==> config.mk <==
export PLATFORM = sky130hd
export DESIGN_NAME = branch_resolve
export DESIGN_NICKNAME = d
export VERILOG_FILES = /design/src/rtl/branch_pkg.sv /design/src/rtl/pred_queue.sv /design/src/rtl/branch_resolve.sv
export SDC_FILE = /design/constraint.sdc
export NUM_CORES = 1
export LEC_CHECK = 0
export CAP_MARGIN = 10
export CORE_ASPECT_RATIO = 0.75
export CORE_MARGIN = 3
export CORE_UTILIZATION = 40
export DETAILED_ROUTE_END_ITERATION = 10
export GPL_TIMING_DRIVEN = 1
export HOLD_SLACK_MARGIN = 0.15
export MAX_ROUTING_LAYER = met4
export PLACE_DENSITY = 0.62
export SYNTH_ARGS = -nofsm -noshare
export SYNTH_HDL_FRONTEND = slang
export SYNTH_HIERARCHICAL = 1
export SYNTH_SLANG_ARGS = --single-unit
==> constraint.sdc <==
create_clock -name clk -period 15.8 [get_ports clk]
set_input_delay 3.16 -clock clk [delete_from_list [all_inputs] [get_ports clk]]
set_output_delay 3.16 -clock clk [all_outputs]
set_load 0.05 [all_outputs]
==> src/rtl/branch_pkg.sv <==
// Shared encodings, the prediction record and the recovery FSM states for branch_resolve.
package branch_pkg;

  localparam logic [1:0] BR_NONE     = 2'b00;
  localparam logic [1:0] BR_COND     = 2'b01;
  localparam logic [1:0] BR_DIRECT   = 2'b10;
  localparam logic [1:0] BR_INDIRECT = 2'b11;

  // Record address fields are sized for the widest supported ADDR_WIDTH; users zero-extend.
  localparam int REC_AW = 64;

  typedef struct packed {
    logic [REC_AW-1:0] fetch_pc;
    logic [REC_AW-1:0] pred_pc;
    logic              branch;
    logic              reason;
  } pred_rec_t;

  typedef enum logic {RUN, RECOVER} state_t;

endpackage

==> src/rtl/pred_queue.sv <==
// In-order FIFO of prediction records with flush; pointers carry an extra wrap bit.
module pred_queue #(
  parameter int W     = 130,
  parameter int DEPTH = 8
) (
  input  logic         clk,
  input  logic         rst,
  input  logic         flush,
  input  logic         push,
  input  logic         pop,
  input  logic [W-1:0] wdata,
  output logic [W-1:0] head,
  output logic         full,
  output logic         empty
);
  localparam int AW = $clog2(DEPTH);

  logic [AW:0]  wptr;
  logic [AW:0]  rptr;
  logic [W-1:0] mem [DEPTH];

  always_ff @(posedge clk or posedge rst) begin
    if (rst) begin
      wptr <= '0;
      rptr <= '0;
    end else if (flush) begin
      wptr <= '0;
      rptr <= '0;
    end else begin
      if (push) wptr <= wptr + {{AW{1'b0}}, 1'b1};
      if (pop)  rptr <= rptr + {{AW{1'b0}}, 1'b1};
    end
  end

  always_ff @(posedge clk) begin
    if (push && !flush) mem[wptr[AW-1:0]] <= wdata;
  end

  assign head  = mem[rptr[AW-1:0]];
  assign empty = (wptr == rptr);
  assign full  = (wptr[AW] != rptr[AW]) && (wptr[AW-1:0] == rptr[AW-1:0]);

endmodule

==> src/rtl/branch_resolve.sv <==
// Checks queued fetch predictions against EX outcomes, trains the predictor and redirects fetch.
// Optional BRANCH_RESOLVE_STAT_EN adds saturating branch/mispredict counters.
module branch_resolve
  import branch_pkg::*;
#(
  parameter int ADDR_WIDTH  = 32,
  parameter int QUEUE_DEPTH = 8
) (
  input  logic                  clk,
  input  logic                  rst,
  input  logic                  pdVld,
  output logic                  pdRdy,
  input  logic [ADDR_WIDTH-1:0] pdFetchPC,
  input  logic [ADDR_WIDTH-1:0] pdPC,
  input  logic                  pdBranch,
  input  logic                  pdReason,
  input  logic                  exInVld,
  input  logic [ADDR_WIDTH-1:0] exInPC,
  input  logic [1:0]            exInType,
  input  logic                  exInTaken,
  input  logic [ADDR_WIDTH-1:0] exInTar,
  input  logic                  exInLast,
  output logic                  exVld,
  output logic [ADDR_WIDTH-1:0] exPC,
  output logic [ADDR_WIDTH-1:0] exPCTar,
  output logic [1:0]            exType,
  output logic                  exBranch,
  output logic                  exWrong,
  output logic                  rdVld,
  output logic [ADDR_WIDTH-1:0] rdPC,
  input  logic                  rdAck,
  output logic                  err
`ifdef BRANCH_RESOLVE_STAT_EN
  ,
  output logic [31:0]           statBranches,
  output logic [31:0]           statWrong
`endif
);

  state_t          state;
  pred_rec_t       push_rec;
  pred_rec_t       head_rec;
  logic            full;
  logic            empty;
  logic            push;
  logic            pop;
  logic            flush;
  logic            chk;
  logic            is_br;
  logic            taken;
  logic            here;
  logic            wrong;
  logic [ADDR_WIDTH-1:0] head_pc;
  logic [ADDR_WIDTH-1:0] correct_pc;
  logic            unused_rec;

  assign push_rec.fetch_pc = REC_AW'(pdFetchPC);
  assign push_rec.pred_pc  = REC_AW'(pdPC);
  assign push_rec.branch   = pdBranch;
  assign push_rec.reason   = pdReason;

  assign head_pc    = head_rec.pred_pc[ADDR_WIDTH-1:0];
  assign unused_rec = ^{head_rec.fetch_pc, head_rec.pred_pc};

  assign pdRdy = !rst && !full && (state == RUN);
  assign push  = pdVld && pdRdy;

  // A report only counts against a record when one exists; an empty queue is a protocol error.
  assign chk   = exInVld && (state == RUN) && !empty;
  assign is_br = (exInType != BR_NONE);
  assign taken = exInTaken && is_br;
  assign here  = head_rec.branch && (head_rec.reason == exInPC[2]);
  assign wrong = (taken != here) || (taken && here && (exInTar != head_pc));
  assign correct_pc = taken ? exInTar : exInPC + ADDR_WIDTH'(4);

  assign pop   = chk && (exInLast || wrong);
  assign flush = chk && wrong;

  pred_queue #(
    .W     ($bits(pred_rec_t)),
    .DEPTH (QUEUE_DEPTH)
  ) u_queue (
    .clk   (clk),
    .rst   (rst),
    .flush (flush),
    .push  (push),
    .pop   (pop),
    .wdata (push_rec),
    .head  (head_rec),
    .full  (full),
    .empty (empty)
  );

  always_ff @(posedge clk or posedge rst) begin
    if (rst) begin
      state    <= RUN;
      exVld    <= 1'b0;
      exWrong  <= 1'b0;
      exPC     <= '0;
      exPCTar  <= '0;
      exType   <= BR_NONE;
      exBranch <= 1'b0;
      rdVld    <= 1'b0;
      rdPC     <= '0;
      err      <= 1'b0;
    end else begin
      exVld   <= chk && is_br;
      exWrong <= chk && is_br && wrong;
      if (chk && is_br) begin
        exPC     <= exInPC;
        exPCTar  <= exInTar;
        exType   <= exInType;
        exBranch <= exInTaken;
      end
      if (exInVld && (state == RUN) && empty) err <= 1'b1;
      case (state)
        RUN: begin
          if (flush) begin
            state <= RECOVER;
            rdVld <= 1'b1;
            rdPC  <= correct_pc;
          end
        end
        RECOVER: begin
          if (rdAck) begin
            state <= RUN;
            rdVld <= 1'b0;
          end
        end
        default: state <= RUN;
      endcase
    end
  end

`ifdef BRANCH_RESOLVE_STAT_EN
  function automatic logic [31:0] sat_inc(input logic [31:0] v);
    return (&v) ? v : v + 32'd1;
  endfunction

  always_ff @(posedge clk or posedge rst) begin
    if (rst) begin
      statBranches <= '0;
      statWrong    <= '0;
    end else begin
      if (chk && is_br) statBranches <= sat_inc(statBranches);
      if (flush)        statWrong    <= sat_inc(statWrong);
    end
  end
`endif

endmodule

# After elaboration in Yosys (flattened, before gate mapping)
# Memories as Yosys holds them, arrays and structs flattened.
# Index checks and enable logic that the tools add are counted.
# classes
n_addsub	3
n_eq_ne	8
reduce_logical	27
muxes	13
n_bitwise	1
# op_table
operator	n
$add A32 B3 Y32 const B	1
$mux W32	1
$ne A32 B32 Y1	1
$logic_and A1 B1 Y1	16
$mux W4	4
$add A4 B1 Y4 const B	2
$mux W1	6
$reduce_bool A2 Y1	3
$eq A4 B4 Y1	1
$logic_not A1 Y1	4
$pmux W1 S2	2
$reduce_and A2 Y1	2
$eq A3 B3 Y1	1
$logic_or A1 B1 Y1	2
$ne A1 B1 Y1	2
$ne A2 B1 Y1 const B	1
$ne A2 B2 Y1 const B	1
$eq A1 B1 Y1	1
$not A1 Y1	1
# totals
n_memories	1
out_inout_bits	104
wordCells	65
regBits	112
in_bits	139
mem_bits_rw	528
# mem_list
name	words	width	rd	rd_ports_with_merged_regs	wr	line	text
u_queue.mem	8	66	1	0	1	pred_queue.sv:20	logic [W-1:0] mem [DEPTH];

# Logic depth before layout (Yosys ltp)
# Gate-level depths: netlist of run 1.
# An unclocked memory read counts as a cell.
# depth
ltp_word	11
depth_mapped	14
mapped_depth_nobuf	10

# Hierarchy
# Netlist of run 1, hierarchy kept.
# modules_own_cells
module	seq_area_each_um2	instances	area_per_inst_um2	cells_per_inst
pred_queue	31430.1	1	39399.0	1557
branch_resolve	2602.5	1	5173.7	568

# Worst setup path before layout of run 1
# No wires, ideal clock.
# synth_path
path_kind	input -> register
startpoint	in exInType[0]
endpoint	mem u_queue/mem[0][0] in the netlist's numbering, enable pin
t_required_ps	15022
n_path_buf	3
arrival_ps	14180
stages	10
setup_ps	778
slack_ps	842
cell_sequence	o21ai_1 -> clkinv_1 -> clkbuf_1 -> ha_1 -> o21ai_4 -> buf_6 -> inv_1 -> clkbuf_1 -> or3b_2 -> nor3_1
# synth_via
elab_chain_len	10
word_cells_on_any_way	11
classes_between	eq/ne (1); mux (2); reduce/logical (8)
# synth_rtl
element	line	text
start: declaration	branch_resolve.sv:19	input logic [1:0] exInType,
$reduce_bool A2 Y1 *	branch_resolve.sv:70	assign is_br = (exInType != BR_NONE);
$logic_and A1 B1 Y1 *	branch_resolve.sv:71	assign taken = exInTaken && is_br;
$logic_and A1 B1 Y1 (2 in series)	branch_resolve.sv:73	assign wrong = (taken != here) || (taken && here && (exInTar != head_pc));
$logic_or A1 B1 Y1 *	branch_resolve.sv:73	
$logic_and A1 B1 Y1 *	branch_resolve.sv:77	assign flush = chk && wrong;
via flush	branch_resolve.sv:47	logic flush;
$logic_not A1 Y1 *	pred_queue.sv:36	if (push && !flush) mem[wptr[AW-1:0]] <= wdata;
$logic_and A1 B1 Y1 *	pred_queue.sv:36	
$mux W1 *	pred_queue.sv:36	
$mux W1 (implied by the code) *	pred_queue.sv:36	
end: declaration	pred_queue.sv:20	
# The timed path passes the listed nets; every way through them passes the cells marked *.

# Worst setup path in the final report of run 1
# layout_path
startpoint	in rst
endpoint	out pdRdy
# layout_via
elab_chain_len	3
# layout_rtl
element	line	text
start: declaration	branch_resolve.sv:10	input logic rst,
$logic_not A1 Y1 (no source line)	n/a	
$logic_and A1 B1 Y1 (2 in series)	branch_resolve.sv:65	assign pdRdy = !rst && !full && (state == RUN);
end: declaration	branch_resolve.sv:12	output logic pdRdy,
# Every way passes these cells.

==> results of run 1 <==
power breakdown:
part	switching, µW	internal (µW)
logic	973	615
clock network	375	515
registers	114	1270
total	1460	2400
metal layers:
metal,up-vias,GRT usage [%],wire [µm]
met5,-,-,0
li1,4174,-,-
met2,251,28.56,18070
met3,43,3.864,2221
met4,0,3.394,506
met1,4623,26.62,17570
worst max-delay path: stages:
cell             delay, ns
clkdlybuf4s50_1       0.48
nor3_1                0.27
clkdlybuf4s50_1       0.86
metrics by stage:
stage	area (µm²)	hold slack (ns)
floorplan	15890	0.5080
global placement	18530	0.4592
detailed placement	18530	0.4623
CTS	19780	0.4781
global route	19790	0.4962
finish	19790	0.4722
placed cells by master, fill, tap and decap left out, drive strengths merged, types with 4 or more instances in the layout:
master         instances
clkinv                14
ha                     4
mux2                  66
inv                    6
xnor2                 43
buf                   16
nand3                 10
and4                   4
dfrtp                112
edfxtp               272
o21ai                 32
nand4                 19
and2                   6
nand2                249
nor2                  22
xor2                  28
clkbuf                54
clkdlybuf4s50        210
mux4                  68
and3                   4
nor3                   4
final cells by class:
| cell class | count | area, µm² | area share (%) |
|---|---|---|---|
| Antenna cell | 3 | 7.507 | 0.03794 |
| Clock buffer | 54 | 1122 | 5.672 |
| Clock inverter | 17 | 123.9 | 0.6260 |
| Inverter | 7 | 28.78 | 0.1454 |
| Multi-Input combinational cell | 577 | 4667 | 23.59 |
| Sequential cell | 384 | 10980 | 55.47 |
| Tap cell | 512 | 640.6 | 3.237 |
| Timing Repair Buffer | 226 | 2222 | 11.23 |
registers in the layout (all words and copies together) (netlist names), 2 cells and up:
name and count:
u_queue/mem 272, u_queue/wptr 4, exType 2, u_queue/rptr 4
rdPC 32, exPC 32, exPCTar 32
worst paths after layout:
path | cells past startpoint | start | endpoint | slack, ns
worst max-delay path | 3 | rst | pdRdy | 7.86
worst min-delay path | 2 | exPC[7]$_DFFE_PP0P_ | exPC[7]$_DFFE_PP0P_ | 0.47
worst max register to register | 13 | u_queue/rptr[0]$_DFFE_PP0P_ | u_queue/mem[0][22]$_DFFE_PP_ | 8.79
worst min register to register | 2 | exPC[7]$_DFFE_PP0P_ | exPC[7]$_DFFE_PP0P_ | 0.47
max in group asynchronous | 3 | rst | exPCTar[18]$_DFFE_PP0P_ | 11.40
min in group asynchronous | 2 | rst | u_queue/wptr[2]$_DFFE_PP0P_ | 3.03
==> results.md, run 1 <==
CTS:
- The total setup buffers inserted after CTS is 0.
- CTS placed an instance of clkbuf_16 at the clock tree root.
- The total of cells resized after clock tree synthesis is 0.
- The count of clock tree sinks is roughly 380.
- The clock latency at the later pin of the worst-skew pair is about 0.53 ns.
- Buffers inserted to repair hold after CTS numbered 0.
- After clock tree synthesis, the clock-pin slew on the worst setup and hold paths is about 0.06 ns.
- Counting along the longest clock path gives a buffer depth of 3.
- The clock buffer count from CTS is 39.
- The CTS tree is yes.
- The H-tree was split into 2 levels.

Floorplan:
- From bottom edge to top edge, the die measures 178.6 µm.
- The placeable core area is 38710 µm².
- between 200 and 250 I/O pins were placed.
- The floorplan has 62 rows.
- Measured along the x axis, the die boundary spans approximately 240 µm.
- Once the floorplan was initialized, standard cells occupied 41.04% of the core.
- The area of the die is between 40000 and 50000 µm².

Timing:
- Across the routed clock network, the largest skew measured is between 0.01 and 0.015 ns.
- Of the available clock period, the critical path in the final layout requires roughly 50%.
- The maximum clock rate is 126.0 MHz.
- Setup repair after global routing left no endpoint under its margin.
- The slew at the pin closest to its max-slew limit is between 0.9 and 1 ns.
- Headroom to the max-slew limit came out at roughly 39%.
- In the final timing run, aggregate negative setup slack is 0 ns.
- The final critical-path setup slack is just under 8 ns.
- The number of pins exceeding their max-slew limit in the final report was 0.
- The post-route minimum period is 7.938 ns.
- The final count of negative-setup-slack endpoints is 0.
- The count of endpoints failing hold in the final timing report is 0.

Setup path:
- The largest fanout on the critical path is 3.
- The launching element type of the critical path is a primary input.
- STA classifies the critical path endpoint as an output pin.
- The critical path is of the primary input to output pin type.
- At the worst endpoint, the required time is roughly 13 ns.
- For the worst setup path, the data arrival time is between 4 and 5 ns.

Placement:
- The count of buffers added on input and output ports is 210.
- The number of placed instances with taps included is 1706.
- Before CTS, the worst setup slack after placement is ~7.5 ns.
- The post-DP HPWL is about 24 mm.
- The congestion estimate from routability-driven global placement came to between 0.7 and 0.8.

Finish:
- From synthesis to final layout, the design area changed by 24.56%.
- The finished layout holds ~1800 standard cells, fillers aside.
- In the final design database the tool counted between 1000 and 1500 nets.
- Cells with a size suffix above 1 make up ~17% of the layout.
- The fill cell total of the finished layout is approximately 3200.
- The share of the core filled with cells in the final layout is about half.

Detailed routing:
- The first routing iteration left ~590 violations.
- The final routed DRC violation total is 0.
- The number of routed nets with antenna violations is 0.
- The total via count in the routed design is about 9100.
- In the final routed layout, each cell accounts on average for 21.56 µm.
- The per-cell via count in the routed design is between 5 and 6.
- The total routed wirelength is between 30 and 40 mm.
- The number of iterations in the first detailed-routing pass is 4.

Power:
- In this run the static leakage power is between 0.007 and 0.008 µW.
- The total design power is about 3900 µW.
- Power spread over the standard cell area amounts to roughly 190 nW/µm².
- IR analysis of the VDD net gives a maximum drop of 0.1360 mV.

Global routing:
- Global routing used between 10% and 20% of the available tracks.
- The global-route wire length before repair is slightly below 60 mm.
- Entering global routing, the biggest net connects around 70 pins.
- The initial antenna violation count is 3.
- The via count of the first global-routing pass is ~9400.
- The remaining global-route overflow is 0.

Worst hold path:
- In this run the worst hold path is classified as flop to flop.

Yosys:
- The number of nets produced by synthesis is around 1200.
- Synthesis produced a netlist whose cell count is approximately 1000.
- Yosys printed 6 warnings.
- The average instance area after synthesis is about 15 µm².
- The synthesized netlist occupies a cell area of about 16000 µm².

Status:
- The run finished with clean final reports.

Flow run:
- The count of maximum capacitance violations is 0.
(Power assumes the default switching activity.)
==> inputs of run 2 (changes only) <==
==> constraint.sdc (replaced) <==
create_clock -name clk -period 8 [get_ports clk]
set_input_delay 1.6 -clock clk [delete_from_list [all_inputs] [get_ports clk]]
set_output_delay 1.6 -clock clk [all_outputs]
set_load 0.05 [all_outputs]
==> results.md, run 2 (synthesized netlist as in run 1, its figures left out) <==
Detailed routing:
- The per-cell via count in the routed design was 5.137 (+0.58%).
- The count of routing violations after the opening detailed-route iteration is 618 (+4.2%).
- The number of iterations in the first detailed-routing pass is 5 (+1).
- The total via count in the routed design is 9154 (+0.69%).
- The number of routed nets with antenna violations is 0 (unchanged).
- The routed length per placed instance was 21.83 µm (+1.3%).
- The final routed DRC violation total was 0 (unchanged).
- The total routed wirelength is 38.90 mm (+1.4%).

Finish:
- The fraction of layout cells with a size suffix above 1 is 16.97% (-0.18 points).
- The number of nets in the layout came to 1379 (+0.073%).
- The synthesis-to-finish area growth is 24.60% (about the same).
- The commonest non-fill, non-tap cell in the layout is edfxtp_1.
- In the layout the commonest cells are 272 x edfxtp_1, 249 x nand2_1, 210 x clkdlybuf4s50_1, 110 x dfrtp_1, 68 x mux4_2.
- The count of placed standard cells in the final layout, fillers left out is 1782 (+0.11%).
- The share of the core filled with cells in the final layout came to 51.13% (about the same).
- The flip-flop count of the largest register, all copies and words added is 272 (unchanged).

Status:
- The run finished with clean final reports.

Setup path:
- The source of the worst register-to-register timing path is u_queue/rptr[0]$_DFFE_PP0P_.
- The signal on the critical path passes through buf_12, mux4_2, mux2_2, xnor2_1, nand4_1, nor4_1, a21boi_1, o21ai_4, inv_1, or3b_2, nor2_4, buf_4.
- The setup slack of the worst register-to-register path is 2.16 ns (-6.63 ns).
- The worst setup path is of the flop to flop kind.
- The worst setup path is launched from a flop.
- The data arrival time of the critical path is 6.04 ns (+1.26 ns).
- The endpoint identified for the worst register-to-register timing path is u_queue/mem[1][28]$_DFFE_PP_.
- The worst path required time is 8.19 ns (-4.45 ns).
- The peak per-stage delay on the critical path is 0.98 ns (+0.12 ns).
- The largest fanout on the critical path is 41 (+38).
- The depth of the most critical reg-to-reg path was 12 (-1).
- Among all stages on the critical path, the largest delay is contributed by dfrtp_4.
- The category of the worst setup path capture point is a flop.

Global routing:
- The via count of the first global-routing pass is 9370 (-0.45%).
- The overall global routing resource usage is 18.94% (+0.18 points).
- The remaining global-route overflow is 0 (unchanged).
- The pin count of the biggest net entering global routing is 69 (+1.5%).
- The initial antenna violation count is 3 (unchanged).
- The global-route wire length before repair is 58.75 mm (+1.1%).

Placement:
- The number of port buffers came to 210 (unchanged).
- The global placement routability congestion is 0.7771 (-0.59%).
- The number of placed instances with taps included is 1707 (+0.059%).
- The post-DP HPWL came to 25.04 mm (+2.5%).
- The post-placement setup slack was 2.140 ns (-5.333 ns).

Floorplan:
- The overall die height is 178.6 µm (unchanged).
- The count of pins on the block boundary is 243 (unchanged).
- The number of placement rows came to 62 (unchanged).
- The width of the chip is 236.1 µm (unchanged).
- The placeable core area is 38710 µm² (unchanged).
- The starting density of the core is 41.04% (unchanged).
- The area of the die is 42170 µm² (unchanged).

CTS:
- The largest buffer count on any clock path is 3 (unchanged).
- The clock latency at the later pin of the worst-skew pair came to 0.53 ns (about the same).
- The library cell used as clock root buffer is clkbuf_16.
- The CTS tree is yes.
- The clock-pin slew on the worst setup and hold paths was 0.06 ns (about the same).
- The clock buffer count from CTS came to 39 (unchanged).
- The total setup buffers inserted after CTS is 0 (unchanged).
- The total of cells resized after clock tree synthesis is 0 (unchanged).
- The count of hold-fix buffers inserted at cts is 0 (unchanged).
- The count of clock tree sinks is 384 (unchanged).
- The number of H-tree levels is 2 (unchanged).

Timing:
- The final count of negative-setup-slack endpoints is 0 (unchanged).
- The slew at the pin closest to its max-slew limit was 0.9566 ns (+0.04681 ns).
- Counting I/O delays and the setup requirement, the final critical path takes 5.844 ns.
- The worst clock skew is 0.01529 ns (+0.002775 ns).
- The number of pins exceeding their max-slew limit in the final report is 0 (unchanged).
- The final critical path takes up roughly three quarters of the cycle.
- The setup TNS after final layout came to 0 ns (unchanged).
- The count of endpoints failing hold in the final timing report is 0 (unchanged).
- Setup repair after global routing left no endpoint under its margin.
- The maximum clock rate is between 150 and 200 MHz.
- The tightest slew margin relative to the limit is 36.07% (-3.3 points).
- The final critical-path setup slack was 2.156 ns (-5.706 ns).

Flow run:
- The count of maximum capacitance violations is 0 (unchanged).

Power:
- The worst IR drop on VDD is 0.2203 mV (+62%).
- The ratio of total power to cell area is 385.7 nW/µm² (+98%).
- The total leakage power is 0.007083 µW (about the same).

Worst hold path:
- The class of the tightest hold or removal check is flop to flop.
- The startpoint identified for the worst hold timing path is exPCTar[9]$_DFFE_PP0P_.
- For hold timing, the worst endpoint is exPCTar[9]$_DFFE_PP0P_.
- The number of cells traversed by the worst hold path is 2 (unchanged).
==> run 2: area by class of cell <==
cell class | count | area (µm²)
clock buffers | 49 | 1023
diodes | 3 | 7.507
flip-flops and latches | 384 | 10980
multi-input cells | 577 | 4667
repair buffers | 227 | 2255
well taps | 512 | 640.6
clock inverters | 23 | 196.4
fillers | 3203 | 18920
inverters | 7 | 28.78
==> run 2: worst max path at each step <==
stage	from	endpoint	slack (ns)	cells after the start
finish	u_queue/rptr[0]$_DFFE_PP0P_	u_queue/mem[1][28]$_DFFE_PP_	2.16	12
CTS	u_queue/rptr[0]$_DFFE_PP0P_	u_queue/mem[1][28]$_DFFE_PP_	2.11	12
detailed placement	u_queue/rptr[0]$_DFFE_PP0P_	u_queue/mem[1][31]$_DFFE_PP_	2.14	12
floorplan	exInType[0]	u_queue/mem[0][0]$_DFFE_PP_	1.35	10
global placement	u_queue/rptr[0]$_DFFE_PP0P_	u_queue/mem[1][16]$_DFFE_PP_	2.14	12
global route	u_queue/rptr[0]$_DFFE_PP0P_	u_queue/mem[1][29]$_DFFE_PP_	1.86	12
==> run 2: report_power, final <==
part           internal [µW]  switching (µW)
Clock                   1010             750
Combinational           1230            1900
Sequential              2500             244
==> run 2: worst max-delay path, delay by kind of cell, from the launching register on <==
kind	cells	cell delay [ns]
flops	1	0.98
simple gates	4	1.90
compound gates	2	0.44
buf+inv	3	0.97
xor+xnor	1	0.31
mux	2	0.85
==> run 2: stage by stage <==
step | cell area, µm² | power (µW) | hold slack [ns]
2_1_floorplan | 15890 | 4926 | 0.5080
3_3_place_gp | 18570 | 5915 | 0.4587
3_5_place_dp | 18570 | 5947 | 0.4615
4_1_cts | 19790 | 7725 | 0.4761
5_1_grt | 19790 | 8011 | 0.4885
6_report | 19790 | 7635 | 0.4711
==> run 2: layer usage <==
layer	GRT usage (%)	routed length, µm
met1	26.95	17400
met2	29.24	18630
met3	3.400	2371
met4	3.191	497
met5	-	0
==> inputs of run 3 (changes only) <==
==> constraint.sdc (replaced) <==
create_clock -name clk -period 5.69 [get_ports clk]
set_input_delay 1.138 -clock clk [delete_from_list [all_inputs] [get_ports clk]]
set_output_delay 1.138 -clock clk [all_outputs]
set_load 0.05 [all_outputs]
==> results.md, run 3 (synthesized netlist as in run 1, its figures left out) <==
Global routing:
- The overall global routing resource usage is 18.86% (-0.077 points).
- The global-route wire length before repair is 58.10 mm (-1.1%).
- The initial antenna violation count is 5 (+2).
- The pin count of the biggest net entering global routing is 69 (unchanged).
- The via count of the first global-routing pass is 9399 (+0.31%).
- The remaining global-route overflow is 0 (unchanged).

Detailed routing:
- The count of routing violations after the opening detailed-route iteration is 621 (+0.49%).
- The per-cell via count in the routed design was 5.095 (-0.81%).
- The total routed wirelength is 38.61 mm (-0.75%).
- The routed length per placed instance was 21.60 µm (-1.0%).
- The total via count in the routed design is 9105 (-0.54%).
- The final routed DRC violation total is 0 (unchanged).
- The number of routed nets with antenna violations came to 0 (unchanged).
- The number of iterations in the first detailed-routing pass is 5 (unchanged).

Setup path:
- The data arrival time of the critical path is 5.11 ns (-0.93 ns).
- The buffer and inverter count on the worst path is 4 (+1).
- The peak per-stage delay on the critical path came to 0.57 ns (-0.41 ns).
- The worst-path cell with the longest stage delay is dfrtp_4.
- The critical path goes through buf_12, buf_4, mux4_2, mux2_2, xnor2_1, nand4_1, nor4_1, a21boi_1, o21ai_4, inv_1, nand3b_1, nor3_4, buf_4.
- Counting stages on the worst path, the most repeated cell is buf_4.
- The critical path is of the flop to flop type.
- The depth of the most critical reg-to-reg path is 13 (+1).
- The worst path required time is 5.86 ns (-2.33 ns).
- The largest fanout on the critical path is 34 (-17%).
- The critical path depth in cells is 13 (+1).
- STA classifies the critical path endpoint as a flop.
- In this run the critical register-to-register path is launched from u_queue/rptr[0]$_DFFE_PP0P_.
- The most critical setup path has its startpoint at u_queue/rptr[0]$_DFFE_PP0P_.
- The launching element type of the critical path is a flop.
- The kind of cell with the highest combined delay on the critical path is buffers and inverters.
- The setup slack of the worst register-to-register path came to 0.74 ns (-1.41 ns).

Worst hold path:
- The startpoint identified for the worst hold timing path is exPCTar[24]$_DFFE_PP0P_.
- The number of cells traversed by the worst hold path is 2 (unchanged).
- The class of the tightest hold or removal check is flop to flop.

CTS:
- The total of cells resized after clock tree synthesis is 0 (unchanged).
- The total setup buffers inserted after CTS is 0 (unchanged).
- The count of hold-fix buffers inserted at cts is 0 (unchanged).
- The count of clock tree sinks is 384 (unchanged).
- The largest buffer count on any clock path is 3 (unchanged).
- The clock-pin slew on the worst setup and hold paths came to 0.06 ns (about the same).
- The number of H-tree levels came to 2 (unchanged).
- The clock latency at the later pin of the worst-skew pair is 0.54 ns (about the same).
- The clock buffer count from CTS is 39 (unchanged).
- In this run the clock root is driven by a clkbuf_16.
- TritonCTS built the clock tree.

Placement:
- The number of port buffers is 210 (unchanged).
- The post-DP HPWL is 25.04 mm (about the same).
- The global placement routability congestion is 0.7956 (+2.4%).
- The number of placed instances with taps included was 1714 (+0.41%).
- The post-placement setup slack was 0.7937 ns (-1.346 ns).

Floorplan:
- The area of the die is 42170 µm² (unchanged).
- The number of placement rows is 62 (unchanged).
- The width of the chip is 236.1 µm (unchanged).
- The overall die height came to 178.6 µm (unchanged).
- The placeable core area was 38710 µm² (unchanged).
- The starting density of the core is 41.04% (unchanged).
- The count of pins on the block boundary is 243 (unchanged).

Timing:
- The setup TNS after final layout was 0 ns (unchanged).
- The count of endpoints failing hold in the final timing report is 0 (unchanged).
- Setup repair after global routing left no endpoint under its margin.
- The tightest slew margin relative to the limit is 41.73% (+5.7 points).
- The post-route minimum period is 4.946 ns (-0.8979 ns).
- The final count of negative-setup-slack endpoints is 0 (unchanged).
- The share of the cycle needed by the critical path after routing is 86.93% (+14 points).
- The number of pins exceeding their max-slew limit in the final report is 0 (unchanged).
- The maximum clock rate was 202.2 MHz (+18%).
- The final critical-path setup slack is 0.7438 ns (-1.412 ns).
- The slew at the pin closest to its max-slew limit is 0.8741 ns (-0.08253 ns).
- The worst clock skew is 0.01516 ns (-0.0001348 ns).

Power:
- The ratio of total power to cell area is 540.8 nW/µm² (+40%).
- The total leakage power was 0.007132 µW (+0.69%).
- The worst IR drop on VDD came to 0.3422 mV (+55%).
- The total design power is 10790 µW (+41%).

Finish:
- The fraction of layout cells with a size suffix above 1 is 17.24% (+0.27 points).
- The number of nets in the layout is 1386 (+0.51%).
- The library cell used most frequently in the layout, excluding fill and tap cells, is edfxtp_1.
- The count of placed standard cells in the final layout, fillers left out is 1787 (+0.28%).
- The synthesis-to-finish area growth is 25.63%.
- The flip-flop count of the largest register, all copies and words added came to 272 (unchanged).
- The top cell types in the final layout, fill and taps aside, are 272 x edfxtp_1, 249 x nand2_1, 210 x clkdlybuf4s50_1, 109 x dfrtp_1, 68 x mux4_2.
- The fill cell total of the finished layout is 3214 (+0.34%).

Status:
- The flow ran to the end, and the final reports show no timing, DRC or antenna violations.

Flow run:
- The count of maximum capacitance violations is 0 (unchanged).
run 3: changes by cell type in the layout (fill, tap and decap cells not counted), sizes merged:
cell,previous run,this run
buf,17,24
bufinv,3,2
clkbuf,49,51
clkinv,17,15
diode,3,5
inv,9,6
run 3: metal layers:
layer / track usage (%) / vias to the layer above / routed length [µm] / part of all wire [%]
met3: 4.359 / 52 / 2507 / 6.5
met5: - / - / 0 / 0
li1: - / 4198 / - / -
met1: 26.38 / 4590 / 17380 / 45
met4: 4.407 / 0 / 660 / 1.7
met2: 28.28 / 265 / 18060 / 47
run 3: final timing paths:
path                                                     end
worst max-delay path            u_queue/mem[4][16]$_DFFE_PP_
worst min-delay path                 exPCTar[24]$_DFFE_PP0P_
worst max register to register  u_queue/mem[4][16]$_DFFE_PP_
worst min register to register       exPCTar[24]$_DFFE_PP0P_
max in group asynchronous            exPCTar[18]$_DFFE_PP0P_
min in group asynchronous        u_queue/rptr[3]$_DFFE_PP0P_
run 3: per-stage QoR:
step	hold slack (ns)	cell area (µm²)	utilization, %
floorplan	0.5080	15900	-
global placement	0.4582	18730	48.39
detailed placement	0.4621	18730	48.39
CTS	0.4768	19950	51.53
global route	0.4887	19960	51.56
finish	0.4701	19960	51.56
run 3: where the power goes:
group / switching [µW] / internal [µW]
registers: 277 / 3510
clock network: 1040 / 1430
logic: 2770 / 1770
total: 4080 / 6710
run 3: area by class of cell:
type / count / area [µm²] / area share, %
flip-flops and latches: 384 / 10980 / 55.00
multi-input cells: 577 / 4679 / 23.45
repair buffers: 234 / 2407 / 12.06
clock buffers: 51 / 1084 / 5.429
well taps: 512 / 640.6 / 3.210
clock inverters: 17 / 128.9 / 0.6457
inverters: 7 / 28.78 / 0.1442
diodes: 5 / 12.51 / 0.06269
run 3: worst min-delay path: cells and delay by family, from the launching register on:
family / cells / cell delay [ns]
flops: 1 / 0.34
simple gates: 2 / 0.10
